## src/rtl/mem_pkg.sv

```systemverilog
// rtl/mem_pkg.sv - op codes, byteaccess codes and FSM state shared by the data-memory initiator
package mem_pkg;

   localparam logic [1:0] OP_LH = 2'b00;
   localparam logic [1:0] OP_LB = 2'b01;
   localparam logic [1:0] OP_SH = 2'b10;
   localparam logic [1:0] OP_SB = 2'b11;

   localparam logic [1:0] BA_NONE = 2'b00;
   localparam logic [1:0] BA_RD   = 2'b01;
   localparam logic [1:0] BA_WR   = 2'b10;

   typedef enum logic [1:0] {
      S_IDLE  = 2'd0,
      S_ISSUE = 2'd1,
      S_WAIT  = 2'd2,
      S_RESP  = 2'd3
   } state_t;

   function automatic logic op_is_half(input logic [1:0] op);
      return (op == OP_LH) || (op == OP_SH);
   endfunction

   function automatic logic op_is_load(input logic [1:0] op);
      return (op == OP_LH) || (op == OP_LB);
   endfunction

endpackage

```

## src/rtl/mem_load_extend.sv

```systemverilog
// rtl/mem_load_extend.sv - selects halfword or byte load data and applies sign/zero extension
module mem_load_extend
   import mem_pkg::*;
(
   input  logic [1:0]  op_i,
   input  logic        signed_i,
   input  logic [15:0] half_i,
   input  logic [7:0]  byte_i,
   output logic [15:0] rdata_o
);

   always_comb begin
      rdata_o = half_i;
      if (op_i == OP_LB) begin
         rdata_o = signed_i ? {{8{byte_i[7]}}, byte_i} : {8'h00, byte_i};
      end
   end

endmodule

```

## src/rtl/mem_access_unit.sv

```systemverilog
// rtl/mem_access_unit.sv - turns single outstanding CPU load/store requests into data_mem strobes
module mem_access_unit
   import mem_pkg::*;
#(
   parameter int unsigned MEM_BYTES    = 20,
   parameter int unsigned READ_LATENCY = 1,
   parameter bit          ALIGN_CHECK  = 1'b1
)
(
   input  logic        clk,
   input  logic        rst,
   input  logic        req_valid,
   output logic        req_ready,
   input  logic [1:0]  req_op,
   input  logic        req_signed,
   input  logic [31:0] req_addr,
   input  logic [15:0] req_wdata,
   output logic        resp_valid,
   input  logic        resp_ready,
   output logic [15:0] resp_rdata,
   output logic        resp_err,
   output logic        mem_write,
   output logic        mem_read,
   output logic [1:0]  mem_byteaccess,
   output logic [31:0] mem_address,
   output logic [15:0] mem_data_in,
   input  logic [15:0] mem_data_out,
   input  logic [7:0]  mem_data_out_byte
);

   localparam int CNT_W = (READ_LATENCY < 2) ? 1 : $clog2(READ_LATENCY + 1);

   state_t             state_q, state_d;
   logic [1:0]         op_q, op_d;
   logic               signed_q, signed_d;
   logic [31:0]        addr_q, addr_d;
   logic [15:0]        wdata_q, wdata_d;
   logic [15:0]        rdata_q, rdata_d;
   logic               err_q, err_d;
   logic [CNT_W-1:0]   cnt_q, cnt_d;

   logic [32:0]        req_end;
   logic               req_err;
   logic [15:0]        load_data;

   // 33-bit end address so a request near 2^32 cannot wrap into the legal range
   always_comb begin
      req_end = {1'b0, req_addr} + (op_is_half(req_op) ? 33'd2 : 33'd1);
      req_err = (req_end > 33'(MEM_BYTES)) ||
                (ALIGN_CHECK && op_is_half(req_op) && req_addr[0]);
   end

   mem_load_extend u_load_extend (
      .op_i     (op_q),
      .signed_i (signed_q),
      .half_i   (mem_data_out),
      .byte_i   (mem_data_out_byte),
      .rdata_o  (load_data)
   );

   always_comb begin
      state_d        = state_q;
      op_d           = op_q;
      signed_d       = signed_q;
      addr_d         = addr_q;
      wdata_d        = wdata_q;
      rdata_d        = rdata_q;
      err_d          = err_q;
      cnt_d          = cnt_q;
      req_ready      = 1'b0;
      resp_valid     = 1'b0;
      mem_write      = 1'b0;
      mem_read       = 1'b0;
      mem_byteaccess = BA_NONE;
      mem_address    = '0;
      mem_data_in    = '0;

      unique case (state_q)
         S_IDLE: begin
            req_ready = 1'b1;
            if (req_valid) begin
               op_d     = req_op;
               signed_d = req_signed;
               addr_d   = req_addr;
               wdata_d  = req_wdata;
               rdata_d  = '0;
               err_d    = req_err;
               state_d  = req_err ? S_RESP : S_ISSUE;
            end
         end

         // WAIT only ever holds a load, so the store arms are reached from ISSUE alone
         S_ISSUE, S_WAIT: begin
            mem_address = addr_q;
            unique case (op_q)
               OP_LH: mem_read = 1'b1;
               OP_LB: mem_byteaccess = BA_RD;
               OP_SH: begin
                  mem_write   = 1'b1;
                  mem_data_in = wdata_q;
               end
               default: begin
                  mem_byteaccess = BA_WR;
                  mem_data_in    = {8'h00, wdata_q[7:0]};
               end
            endcase

            if (state_q == S_ISSUE) begin
               if (op_is_load(op_q)) begin
                  state_d = S_WAIT;
                  cnt_d   = CNT_W'(1);
               end else begin
                  state_d = S_RESP;
               end
            end else if (cnt_q == CNT_W'(READ_LATENCY)) begin
               rdata_d = load_data;
               state_d = S_RESP;
            end else begin
               cnt_d = cnt_q + CNT_W'(1);
            end
         end

         S_RESP: begin
            resp_valid = 1'b1;
            if (resp_ready) begin
               state_d = S_IDLE;
            end
         end

         default: state_d = S_IDLE;
      endcase
   end

   assign resp_rdata = resp_valid ? rdata_q : 16'h0000;
   assign resp_err   = resp_valid & err_q;

   always_ff @(posedge clk or posedge rst) begin
      if (rst) begin
         state_q  <= S_IDLE;
         op_q     <= OP_LH;
         signed_q <= 1'b0;
         addr_q   <= '0;
         wdata_q  <= '0;
         rdata_q  <= '0;
         err_q    <= 1'b0;
         cnt_q    <= '0;
      end else begin
         state_q  <= state_d;
         op_q     <= op_d;
         signed_q <= signed_d;
         addr_q   <= addr_d;
         wdata_q  <= wdata_d;
         rdata_q  <= rdata_d;
         err_q    <= err_d;
         cnt_q    <= cnt_d;
      end
   end

endmodule

```

## config.mk

```make
export PLATFORM = sky130hd
export DESIGN_NAME = mem_access_unit
export DESIGN_NICKNAME = d
export VERILOG_FILES = /design/src/rtl/mem_pkg.sv /design/src/rtl/mem_load_extend.sv /design/src/rtl/mem_access_unit.sv
export SDC_FILE = /design/constraint.sdc
export NUM_CORES = 1
export LEC_CHECK = 0
export ABC_AREA = 1
export CORE_UTILIZATION = 35
export DETAILED_ROUTE_END_ITERATION = 7
export GPL_ROUTABILITY_DRIVEN = 0
export GPL_TIMING_DRIVEN = 0
export HOLD_SLACK_MARGIN = 0.12
export REMOVE_ABC_BUFFERS = 1
export SYNTH_ARGS = -nofsm -noshare
export SYNTH_HDL_FRONTEND = slang
export SYNTH_SLANG_ARGS = --single-unit
```

## constraint.sdc

```tcl
create_clock -name clk -period 5.79 [get_ports clk]
set_input_delay 0.8685 -clock clk [delete_from_list [all_inputs] [get_ports clk]]
set_output_delay 0.8685 -clock clk [all_outputs]
set_load 0.02 [all_outputs]
```

======== Word-level counts from Yosys, hierarchy flattened ========
Cells that the tools add are included.
storage, ports and cells
  bits of input ports ..................... 79
  word-level logic and storage cells ...... 68
  register bits after elaboration ......... 71
  output and inout bits ................... 71
operators by class
  multiplexer cells ....................... 29
  equality and inequality tests ........... 12
  reduce and logical (&&, ||, !) cells .... 15
  add/subtract/negate cells ............... 2
  bitwise logic cells ..................... 1
  $lt $le $gt $ge ......................... 1
operator list
  operator                                                count
  2-to-1 mux 16 bit                                       7
  case mux 16 bit (2 select lines)                        2
  adder 32 x 2 -> 33 bit                                  1
  > comparator 33 x 5 -> 1 bit (second input constant)    1
  2-to-1 mux 32 bit                                       1
  2-to-1 mux 2 bit                                        7
  2-to-1 mux 1 bit                                        10
  equality test 2 bit (second input constant)             4
  inequality test 2 bit (second input constant)           4
  logical NOT 2 bit                                       3
  case mux 2 bit (3 select lines)                         1
  OR reduction 2 bit                                      3
  equality test 2 x 1 -> 1 bit (second input constant)    2
  case mux 2 bit (2 select lines)                         1
  AND reduction 2 bit                                     2
  AND reduction 4 bit                                     1
  logical OR 1 bit                                        3
  inequality test 3 bit (second input constant)           1
  AND reduction 3 bit                                     1
  inequality test 2 x 1 -> 1 bit (second input constant)  1
  nonzero test 2 bit                                      1
  adder 1 bit (second input constant)                     1
  bitwise AND 1 bit                                       1
  logical AND 1 bit                                       1

======== Depth between registers and ports, before layout ========
Gate-level depths: netlist (run 1).
  word-level depth ........................ 9
  depth in mapped cells ................... 17
  mapped depth without buffers ............ 17

======== By module ========
From an unflattened synthesis (run 1), not the netlist that was laid out.
second synthesis, totals
  cells, all modules ...................... 736
  area, all modules ....................... 4673.2 um^2
modules (own cells, without submodules)
  module           sequential area each (um^2)  instances  area each (um^2)  cells an instance
  mem_access_unit  1776.7                       1          4451.8            687
  mem_load_extend  0.0                          1          221.5             49

======== Worst setup path before layout (run 1) ========
Ideal clock, no wire load.
  kind .................................... flip-flop to output port
  start ................................... register state_q[0]
  end ..................................... output mem_data_in[10]
  cell stages (with the launch flop) ...... 7
  data arrival time ....................... 1.777 ns
  buffers on the path ..................... 0
  path slack .............................. 3.144 ns
  data required time ...................... 4.922 ns
  cell sequence ........................... dfrtp_1 inv_1 ha_1 nand2_1 nor2_1 inv_1 nor2_1
on the way
  word-level cells in the longest chain between the ends .. 3
  elaborated cells on any way between the ends .. 4
  classes of those cells .................. eq/ne (2); mux (1); reduce/logical (1)
ends and longest elaborated chain
  element                                                              line                    text
  start: declaration                                                   mem_access_unit.sv:33   state_t state_q, state_d;
  start signal: assignment                                             mem_access_unit.sv:148  state_q <= state_d;
  equality test 2 x 1 -> 1 bit or equality test 2 bit (tied branches)  mem_access_unit.sv:78   unique case (state_q)
  OR reduction 2 bit *                                                 mem_access_unit.sv:78
  2-to-1 mux 16 bit *                                                  mem_access_unit.sv:78
  end: declaration                                                     mem_access_unit.sv:26   output logic [15:0] mem_data_in,
Mark *: on every way between the ends. The rest lies on a longest branch, timed or not.

======== Worst setup path in the final report (run 1) ========
Same ends and word-level chain as after synthesis.

==> impl_summary.md, run 1 <==
Run status
The run finished with clean final reports.

Flow run
Max-cap violations in this run came to 0.

Global route
For met1 alone, demand over resource in global routing was 26.0%. The via count of the first global-routing pass is 4580. The layer flagged by global routing as most heavily used is met2. For this run, global-route usage on met2 was measured as 35.3%. The initial antenna violation count is 0. The overall overflow remaining after global route is 0. Global routing used 20.9% of the available tracks. For met3 alone, demand over resource in global routing was 4.96%.

The first-pass GRT wire length is 21400 microns. The pin count of the biggest net entering global routing is 59.

Worst setup path
The critical path in this run is classified as register to output pin. The kind of cell adding the most delay to the critical path is buffers and inverters. The reg-to-reg endpoint is wdata_q[14]$_DFFE_PP0P_. The type of origin of the critical path is a register. The total buffers and inverters traversed by the critical path is 3.

At the worst endpoint, the arrival time is 3.22 ns. The critical path goes through inv_1 -> ha_2 -> nand2_1 -> nor2_1 -> inv_1 -> nor2_1 -> clkdlybuf4s50_1. The number of cells on the critical path is 7.

In this run the worst path has a maximum fanout of 40. The first element of the critical path is state_q[0]$_DFFE_PP0P_. The number of cells on the worst reg-to-reg path is 7. The largest single stage delay on the critical path is 0.82 ns. The endpoint class of the critical path is an output pin.

For flop-to-flop paths, the worst setup slack is 2.79 ns. The startpoint of the worst-slack reg-to-reg timing path is state_q[0]$_DFFE_PP0P_. Following the worst setup path forward leads to its endpoint at mem_data_in[10]. For the worst setup path, the data required time is 4.92 ns. The critical-path cell with the highest stage delay is ha_2.

Min path
The beginning of the worst hold path is addr_q[0]$_DFFE_PP0P_. The path class of the tightest hold or removal check is register to register.

Synth
The synthesized design contains 0 enable-type register cells. The average size of a mapped cell is 6.59 sq um. After synthesis the netlist holds a flip-flop and latch count of 71.

The share of flip-flops with an asynchronous set or reset after synthesis is 100%. Counting distinct cell types in the post-synthesis netlist gives 28. The share of the yosys chip area belonging to registers is 39.9%. For this run, the number of Yosys warnings is 0. The synthesized design devotes to its leading area cell type 39.9% of total area.

In this run the cell area of the synthesized design comes to 4460 sq um. By instance count, the leading cell after synthesis is nand2_1. The main flop type after synthesis is dfrtp_1. Counting every instance in the synthesized netlist gives 676. Ranked by instance count, the synthesized netlist is headed by nand2_1 (248), inv_1 (118), nor2_1 (74). The leading area contributor after synthesis is dfrtp_1. Yosys attributes the largest share of cell area to dfrtp_1 (40%), nand2_1 (21%), inv_1 (9.9%), o21ai_0 (6.3%), nor2_1 (6.2%).

Drt
In this run the remaining antenna-violating nets after routing total 0. In the routed layout, each cell is associated on average with a via count of 4.60. The total number of vias is 4558. The detail-routed net length per standard cell is 13.0 microns. The DRC marker count from the first detailed-route iteration is 204. The wire length after detailed routing is 12800 microns. The number of search-and-repair iterations in the first detailed-routing pass is 4.

After detailed routing, the number of remaining DRC violations is 0.

Die
The floorplan step defined a core boundary enclosing 12200 sq um. The initialized floorplan defines 40 standard-cell rows. The effective utilization at floorplan is 36.5%. In this run the horizontal extent of the chip is 115 microns.

The area of the die is 13200 sq um. The number of top-level pins is 150. The chip height is 115 microns.

CTS
The total CTS buffers is 9. In this run the deepest clock path goes through 2 buffers. The count of buffers added by post-CTS timing repair for setup is 0. The cts-stage hold buffer count is 0. The TritonCTS clock tree is yes. The clock insertion delay at the later pin of the skew report is 0.34 ns.

For this design, the sink count on the clock tree is 71. The number of resized instances in the post-cts repair step is 0. Clock-pin slew was measured on the worst setup and hold paths at 0.06 ns.

The root buffer cell is clkbuf_16. CTS built an H-tree with a depth of 3.

Cells and area
The final cell count without fillers is 991. The post-layout net count is 905. The finished cells cover 6470 sq um. The number of antenna diodes in the final layout is 0.

Of the cells placed in the final design, the portion with a size suffix greater than 1 is 4.62%. From synthesis to final layout, the design area changed by 45.2%.

STA
The total count of max-transition violations in the final report came to 0. Summed over all failing endpoints, the final setup total negative slack is 0 ns. In this run the tightest slew margin relative to its limit is 37.7%. The total setup violations reported at the end of the flow is 0.

The slew at the pin closest to its max-slew limit is 0.931 ns. The total count of hold-check failures in the final report is 0. Setup repair after global routing left no endpoint under its margin. The timing-limited maximum frequency is 0.244 GHz. For the final database, setup skew stands at 0.00397 ns.

The post-route minimum period is 4.09 ns. The final cycle utilization of the critical path is 70.6%.

Pwr
The power per cell area is 473 nW/um^2. In this run the static leakage power is 3.31 nW. Summing internal, switching and leakage power gives 3.06 mW. Across the VDD grid, the largest voltage drop is 0.216 mV.

Placement
The area after detailed placement is 6110 sq um. After detailed placement, the design holds a cell count of 974. Input and output buffers added on the ports amount to 149. Once detailed placement completed, the half-perimeter wirelength came to 9600 microns.
==> through the flow <==
| stage | setup slack, ns | utilization, % | hold WS (ns) |
|---|---|---|---|
| 6_report | 1.70 | 53.0 | 0.478 |
| 5_1_grt | 1.40 | 53.0 | 0.508 |
| 4_1_cts | 1.17 | 52.7 | 0.483 |
| 3_5_place_dp | 1.54 | 50.1 | 0.466 |
| 3_3_place_gp | 1.47 | 49.8 | 0.463 |
| 2_1_floorplan | 2.42 | - | 0.449 |
==> power breakdown <==
group | switching (mW) | leakage, nW | total, mW | internal (mW)
clock network | 0.215 | 0.156 | 0.604 | 0.389
registers | 0.102 | 0.888 | 0.822 | 0.720
logic | 0.982 | 2.26 | 1.63 | 0.649
==> metal layers <==
metal | wire [microns] | vias to the layer above
met4 | 233 | 0
met3 | 796 | 21
met5 | 0 | -
met1 | 5880 | 2063
li1 | - | 2330
met2 | 5930 | 144
==> kinds of logic (layout without fill, tap and decap cells) <==
logic type      after synthesis  after routing  share of synthesized area (%)
simple gates                373            373                           34.4
fa+ha+maj                     8              8                           2.41
mux                           8              8                           1.80
xor+xnor                      6              6                           1.18
flops                        71             71                           39.9
compound gates               71             71                           8.62
buf+inv                     139            286                           11.7
==> placed cells by master (no fill, tap or decap), drive strengths merged, types with 7 or more instances in the layout <==
cell,instances
nand2,253
clkdlybuf4s50,149
inv,118
nor2,85
dfrtp,71
o21ai,58
nand3,26
clkbuf,11
o31ai,8
mux2i,8
ha,7
==> final cells by class <==
class / instances / area [sq um]
fillers: 1255 / 5740
multi-input cells: 466 / 2160
flip-flops and latches: 71 / 1780
repair buffers: 151 / 1550
inverters: 119 / 449
clock buffers: 11 / 243
well taps: 168 / 210
clock inverters: 5 / 81.3
==> state kept, by name, indices dropped and copies added (netlist names) <==
name      flops
rdata_q      16
err_q         1
state_q       2
cnt_q         1
op_q          2
signed_q      1
wdata_q      16
addr_q       32
==> worst reg2reg max path: cells and delay by family (launching register included) <==
| kind | cells | cell delay (ns) |
|---|---|---|
| buffers and inverters | 3 | 1.42 |
| flip-flops | 1 | 0.39 |
| AO/OA/AOI/OAI | 1 | 0.07 |
| adder cells (fa/ha/maj) | 1 | 0.24 |
| AND/OR/NAND/NOR | 2 | 0.75 |
==> worst min path at each step <==
stage	to	cells past startpoint
6_report	addr_q[0]$_DFFE_PP0P_	2
5_1_grt	addr_q[1]$_DFFE_PP0P_	2
4_1_cts	addr_q[0]$_DFFE_PP0P_	2
3_5_place_dp	addr_q[5]$_DFFE_PP0P_	2
3_3_place_gp	addr_q[7]$_DFFE_PP0P_	2
2_1_floorplan	addr_q[0]$_DFFE_PP0P_	2
Power figures use the tool's default switching activity.
==> run 2: changes to the inputs <==
PLACE_DENSITY = 0.67   (was not set)
clock period = 3.4 ns   (was 5.79 ns; I/O delays follow)
==> impl_summary.md, run 2 (same netlist as run 1, synthesis figures left out) <==
Cells and area
The fraction of final layout cells sized beyond drive strength 1 is 4.74% (+0.13 points). The area added between synthesis and finish is 44.0%. The number of inserted filler cells in the final layout is 1260 (+0.40%). The post-route cell area is 6410 sq um (-0.81%). The final cell count without fillers came to 990 (-0.10%). The post-layout net count is 904 (-0.11%). The number of flip-flops in the largest register is 32 (unchanged). The top cell types in the final layout, fill and taps aside, are nand2_1 (246), clkdlybuf4s50_1 (149), inv_1 (116), nor2_1 (74), dfrtp_1 (71). In the final layout, the registers with the most flip-flops are addr_q x32, rdata_q x16, wdata_q x16.

addr_q holds more flip-flops than any other register. The antenna diode count is 0 (unchanged). The commonest non-fill, non-tap cell in the layout is nand2_1.

Worst setup path
The kind of cell adding the most delay to the critical path is buffers and inverters. In this run the critical register-to-register path is captured at rdata_q[8]$_DFFE_PP0P_. The type of origin of the critical path is a register. The largest stage delay on the critical path is 0.61 ns (-0.21 ns). The data required time of the worst path is 2.89 ns (-2.03 ns). The largest individual stage delay along the critical path comes from the cell clkdlybuf4s50_1. By startpoint and endpoint, the worst setup path is classified as register to output pin. The worst path arrival time was 2.60 ns (-0.62 ns). The total buffers and inverters traversed by the critical path is 3 (unchanged). Walking the worst path, the cells encountered are inv_1 -> ha_4 -> nand2_2 -> nor2_1 -> inv_1 -> nor2_1 -> clkdlybuf4s50_1. The reg-to-reg setup timing slack is 0.81 ns (-1.98 ns).

The startpoint of the worst-slack reg-to-reg timing path is state_q[0]$_DFFE_PP0P_. The endpoint class of the critical path is an output pin. The number of cells on the worst reg-to-reg path was 11 (+4).

The biggest fanout along the worst timing path was 21 (-48%).

Min path
The cell depth of the worst hold path came to 2 (unchanged). The startpoint identified for the worst hold timing path is addr_q[7]$_DFFE_PP0P_. For hold timing, the worst endpoint is addr_q[7]$_DFFE_PP0P_. The kind of path behind the tightest hold check is register to register.

Placement
The cell count after placement is 973 (-0.10%). The half-perimeter wire length after detailed placement is 9450 microns (-1.5%). The number of buffers inserted by port buffering came to 149 (unchanged). The area after detailed placement is 6090 sq um (-0.45%).

CTS
The number of sinks on the clock net is 71 (unchanged). The root buffer cell is clkbuf_16. The maximum level of the CTS H-tree was 3 (unchanged). The clock insertion delay at the later pin of the skew report is 0.33 ns (about the same). The maximum buffer depth of the clock tree is 2 (unchanged). The clock transition at the registers of the reported paths came to 0.06 ns (about the same). The TritonCTS clock tree is yes. The cts-stage hold buffer count is 0 (unchanged). The total CTS buffers came to 9 (unchanged).

Die
The chip height was 115 microns (unchanged). The die outline width is 115 microns (unchanged). The number of top-level pins was 150 (unchanged). The area of the die is 13200 sq um (unchanged). The area of the core is 12200 sq um (unchanged). The effective utilization at floorplan is 36.5% (unchanged). The number of standard-cell rows in the floorplan came to 40 (unchanged).

Global route
The overall overflow remaining after global route is 0 (unchanged). The pin count of the biggest net entering global routing is 72 (+22%). The first-pass GRT wire length came to 21200 microns (-1.0%). The initial antenna violation count is 0 (unchanged). The via count of the first global-routing pass is 4452 (-2.8%).

The total routing usage reported by global routing is 20.3% (-0.57 points).

STA
The final cycle utilization of the critical path is 91.6%. Setup repair after global routing left no endpoint under its margin. The total count of hold-check failures in the final report is 0 (unchanged). The slew at the pin closest to its max-slew limit is 0.932 ns (+0.000510 ns). The timing-limited maximum frequency is 0.321 GHz. The total count of max-transition violations in the final report is 0 (unchanged). After layout, the minimum clock period comes to 3.11 ns.

The worst setup skew after layout was 0.00726 ns (+0.00329 ns). The normalized max-slew margin came to 37.7% (about the same). The total setup violations reported at the end of the flow was 0 (unchanged).

Flow run
The number of violations of the max-capacitance limit is 0 (unchanged).

Pwr
The proportion of power drawn by combinational gates was 54.7% (+1.4 points). The static leakage was 3.29 nW (-0.61%). The net switching fraction of the power was 43.4% (+0.84 points).

The sequential share of power came to 26.9% (about the same). The switching component of the power was 2.26 mW (+74%). The worst-case vdd ir drop is 0.333 mV (+54%).

The power per cell area was 813 nW/um^2 (+72%). The clock network fraction of total power was 18.4% (-1.4 points). The internal power contribution was 2.95 mW (+68%).

Drt
The average vias per placed instance is 4.61 (+0.30%). The wire length after detailed routing came to 12900 microns (+0.76%). The number of search-and-repair iterations in the first detailed-routing pass came to 4 (unchanged). The DRC marker count from the first detailed-route iteration was 268 (+31%).

The detail-routed net length per standard cell is 13.1 microns (+0.86%). The residual DRC count is 0 (unchanged). The total number of vias is 4567 (+0.20%). The remaining antenna violation count after routing was 0 (unchanged).

Run status
The flow ran to the end, and the final reports show no timing, DRC or antenna violations.
==> run 2: metrics by stage <==
stage	worst slack (ns)	setup TNS, ns	power [mW]	utilization, %	hold WS (ns)
after floorplan	0.389	0	2.99	-	0.449
after global placement	-0.591	-31.27	4.14	49.8	0.463
after detailed placement	-0.547	-5.98	4.20	49.8	0.465
after CTS	0.108	0	5.28	52.5	0.482
after global routing	0.111	0	5.65	52.5	0.510
final	0.286	0	5.21	52.5	0.479
==> run 2: repair_timing <==
action | CTS | global route
gates resized for setup | 2 | 1
setup endpoints to repair | 23 | 2
gates cloned | 0 | 0
pin swaps | 1 | 0
setup buffers | 1 | 0
==> run 2: area by class of cell <==
class | count | area [sq um] | area share [%]
Sequential cell | 71 | 1780 | 27.7
Timing Repair Buffer | 150 | 1510 | 23.5
Multi-Input combinational cell | 466 | 2170 | 33.9
Tap cell | 168 | 210 | 3.28
Inverter | 119 | 449 | 7.00
Clock inverter | 5 | 56.3 | 0.878
Clock buffer | 11 | 243 | 3.78
==> run 2: how the worst max path moves through the flow <==
stage,startpoint,endpoint,cells past startpoint
finish,state_q[0]$_DFFE_PP0P_,mem_data_in[14],7
global route,state_q[1]$_DFFE_PP0P_,mem_data_in[15],7
CTS,state_q[0]$_DFFE_PP0P_,mem_data_in[15],7
detailed placement,state_q[0]$_DFFE_PP0P_,mem_data_in[15],7
global placement,req_valid,wdata_q[1]$_DFFE_PP0P_,4
floorplan,state_q[0]$_DFFE_PP0P_,mem_data_in[10],6
==> run 2: worst reg2reg max path: stages (launching register included) <==
cell and delay [ns]:
dfrtp_1 0.39, inv_1 0.10, ha_4 0.46, buf_8 0.23, inv_1 0.08, nor2_1 0.16, inv_1 0.08, o21ai_0 0.07
inv_1 0.05, nor3_1 0.18, inv_1 0.35, o31ai_1 0.34
==> run 2: per-layer routing <==
metal,track usage (%),wire (microns)
met5,0,0
met4,8.05,258
met3,3.22,788
met2,34.6,5940
met1,25.9,5950
==> run 2: power by group through the flow <==
stage | logic [mW] | registers (mW) | clock network (mW)
global route | 3.19 | 1.45 | 1.01
CTS | 2.91 | 1.40 | 0.976
finish | 2.85 | 1.40 | 0.960
detailed placement | 2.79 | 1.41 | 0
global placement | 2.74 | 1.40 | 0
floorplan | 1.63 | 1.37 | 0
==> run 3: changes to the inputs <==
GPL_TIMING_DRIVEN = not set   (was 0)
PLACE_DENSITY = 0.64   (was 0.67)
==> impl_summary.md, run 3 (same netlist as run 1, synthesis figures left out) <==
Cells and area
The area added between synthesis and finish is 43.9% (about the same). The post-layout net count is 907 (+0.33%). The largest registers in the layout are addr_q x32, rdata_q x16, wdata_q x16. The final cell count without fillers is 993 (+0.30%). The register with the most flip-flops is addr_q. The top cell types in the final layout, fill and taps aside, are nand2_1 (247), clkdlybuf4s50_1 (149), inv_1 (117), nor2_1 (74), dfrtp_1 (71). Leaving out fill and tap cells, the most frequent cell in the layout is nand2_1. The number of flip-flops in the largest register is 32 (unchanged). The antenna diode count is 0 (unchanged). The fraction of final layout cells sized beyond drive strength 1 is 4.85% (+0.10 points).

Drt
The residual DRC count is 0 (unchanged). The total number of vias is 4620 (+1.2%). The average vias per placed instance came to 4.65 (+0.85%). The detail-routed net length per standard cell is 13.1 microns (+0.28%). The wire length after detailed routing is 13000 microns (+0.59%). The remaining antenna violation count after routing is 0 (unchanged). The DRC marker count from the first detailed-route iteration is 278 (+3.7%).

The number of search-and-repair iterations in the first detailed-routing pass is 5 (+1).

STA
The total setup violations reported at the end of the flow came to 0 (unchanged). The normalized max-slew margin is 39.0% (+1.4 points). The setup TNS after final layout is 0 ns (unchanged). The total count of max-transition violations in the final report is 0 (unchanged). The total count of hold-check failures in the final report was 0 (unchanged). The slew at the pin closest to its max-slew limit was 0.914 ns (-0.0181 ns). The worst setup skew after layout was 0.00510 ns (-0.00215 ns). The timing-limited maximum frequency is 0.331 GHz (+2.9%). The final cycle utilization of the critical path is 89.0% (-2.6 points).

Setup repair after global routing left no endpoint under its margin. The post-route minimum period was 3.03 ns (-0.0888 ns).

Worst setup path
STA classifies the critical path endpoint as an output pin. The worst path arrival time is 2.52 ns (-0.08 ns). The data required time of the worst path is 2.89 ns (about the same). The reg-to-reg setup timing slack was 0.74 ns (-0.07 ns). The critical-path cell with the highest stage delay is clkdlybuf4s50_1.

The endpoint identified for the worst register-to-register timing path is rdata_q[8]$_DFFE_PP0P_. The biggest fanout along the worst timing path is 10 (-52%). The worst setup path is launched from a register.

The worst register-to-register path begins at state_q[0]$_DFFE_PP0P_. The number of cells on the worst reg-to-reg path is 11 (unchanged). The largest stage delay on the critical path is 0.63 ns (+0.02 ns). The critical path goes through inv_1 -> ha_1 -> nand2_1 -> nor2_1 -> inv_1 -> nor2_1 -> clkdlybuf4s50_1. The worst setup path is of the register to output pin kind.

CTS
The count of buffers added by post-CTS timing repair for setup is 0 (-1). The cts-stage hold buffer count is 0 (unchanged). The clock transition at the registers of the reported paths was 0.06 ns (about the same). Clock tree synthesis selected as its root buffer the cell clkbuf_16. The number of resized instances in the post-cts repair step is 0 (-2). TritonCTS built the clock tree. The number of sinks on the clock net came to 71 (unchanged).

The maximum level of the CTS H-tree is 3 (unchanged). The total CTS buffers is 9 (unchanged). The clock insertion delay at the later pin of the skew report is 0.34 ns (about the same). The maximum buffer depth of the clock tree came to 2 (unchanged).

Pwr
The sequential share of power is 27.4% (+0.5 points). The worst-case vdd ir drop is 0.353 mV (+5.9%). The clock network fraction of total power is 17.8% (-0.6 points). The power per cell area is 794 nW/um^2 (-2.3%). The switching component of the power is 2.25 mW (-0.45%). The net switching fraction of the power is 44.2% (+0.87 points). The proportion of power drawn by combinational gates is 54.8% (about the same). The internal power contribution was 2.84 mW (-3.9%). The static leakage was 3.29 nW (+0.10%).

Die
The area of the core is 12200 sq um (unchanged). The area of the die came to 13200 sq um (unchanged). The number of top-level pins was 150 (unchanged).

The die outline width is 115 microns (unchanged). The effective utilization at floorplan came to 36.5% (unchanged). The chip height is 115 microns (unchanged).

The number of standard-cell rows in the floorplan is 40 (unchanged).

Min path
The endpoint of the worst hold-timing path is addr_q[7]$_DFFE_PP0P_. In this run the most critical hold path is launched from addr_q[7]$_DFFE_PP0P_. The cell depth of the worst hold path is 2 (unchanged).

The kind of path behind the tightest hold check is register to register.

Placement
The half-perimeter wire length after detailed placement is 9720 microns (+2.8%). The number of buffers inserted by port buffering was 149 (unchanged). The cell count after placement is 977 (+0.41%).

Global route
The initial antenna violation count is 0 (unchanged). The overall overflow remaining after global route is 0 (unchanged). The pin count of the biggest net entering global routing is 58 (-19%).

The first-pass GRT wire length was 21300 microns (+0.52%). The total routing usage reported by global routing is 20.7% (+0.42 points). The via count of the first global-routing pass is 4436 (-0.36%).

Flow run
The number of violations of the max-capacitance limit came to 0 (unchanged).

Run status
The flow ran to the end, and the final reports show no timing, DRC or antenna violations.
[run 3: per-stage QoR]
| stage | hold WS, ns | instance area (sq um) | total power, mW | utilization (%) | setup slack, ns |
|---|---|---|---|---|---|
| floorplan | 0.449 | 4380 | 2.99 | - | 0.389 |
| global placement | 0.463 | 6130 | 4.17 | 50.2 | 0.608 |
| detailed placement | 0.465 | 6130 | 4.22 | 50.2 | 0.563 |
| CTS | 0.484 | 6410 | 5.16 | 52.5 | 0.352 |
| global route | 0.506 | 6410 | 5.52 | 52.5 | 0.185 |
| finish | 0.479 | 6410 | 5.09 | 52.5 | 0.375 |
[run 3: area by class of cell]
type	instances	area, sq um
multi-input cells	466	2160
well taps	168	210
inverters	119	447
clock inverters	6	45.0
flip-flops and latches	71	1780
fillers	1251	5800
repair buffers	153	1530
clock buffers	10	239
[run 3: worst max-delay path by stage]
stage,from,end,cells past startpoint
after global routing,state_q[0]$_DFFE_PP0P_,mem_data_in[8],7
after CTS,state_q[0]$_DFFE_PP0P_,mem_data_in[12],7
after global placement,req_addr[0],state_q[1]$_DFFE_PP0P_,17
final,state_q[0]$_DFFE_PP0P_,mem_data_in[12],7
after floorplan,state_q[0]$_DFFE_PP0P_,mem_data_in[10],6
after detailed placement,req_addr[0],err_q$_DFFE_PP0P_,17
[run 3: power groups by stage]
stage	Clock [mW]	Combinational (mW)	Sequential [mW]
3_3_place_gp	0	2.78	1.40
6_report	0.904	2.79	1.40
4_1_cts	0.930	2.83	1.40
2_1_floorplan	0	1.63	1.37
5_1_grt	0.964	3.11	1.44
3_5_place_dp	0	2.81	1.41
[run 3: critical path: cells and delay by family, from the launching register on]
family	cells	cell delay [ns]
buffers and inverters	3	0.88
adder cells (fa/ha/maj)	1	0.31
flip-flops	1	0.40
AND/OR/NAND/NOR	3	0.59
[run 3: layer usage]
metal	global-route usage, %	wire length, microns	vias to the layer above
met1	27.0	5900	2074
met4	9.96	345	0
met3	3.58	894	24
met5	0	0	-
li1	-	-	2336
met2	33.6	5870	186
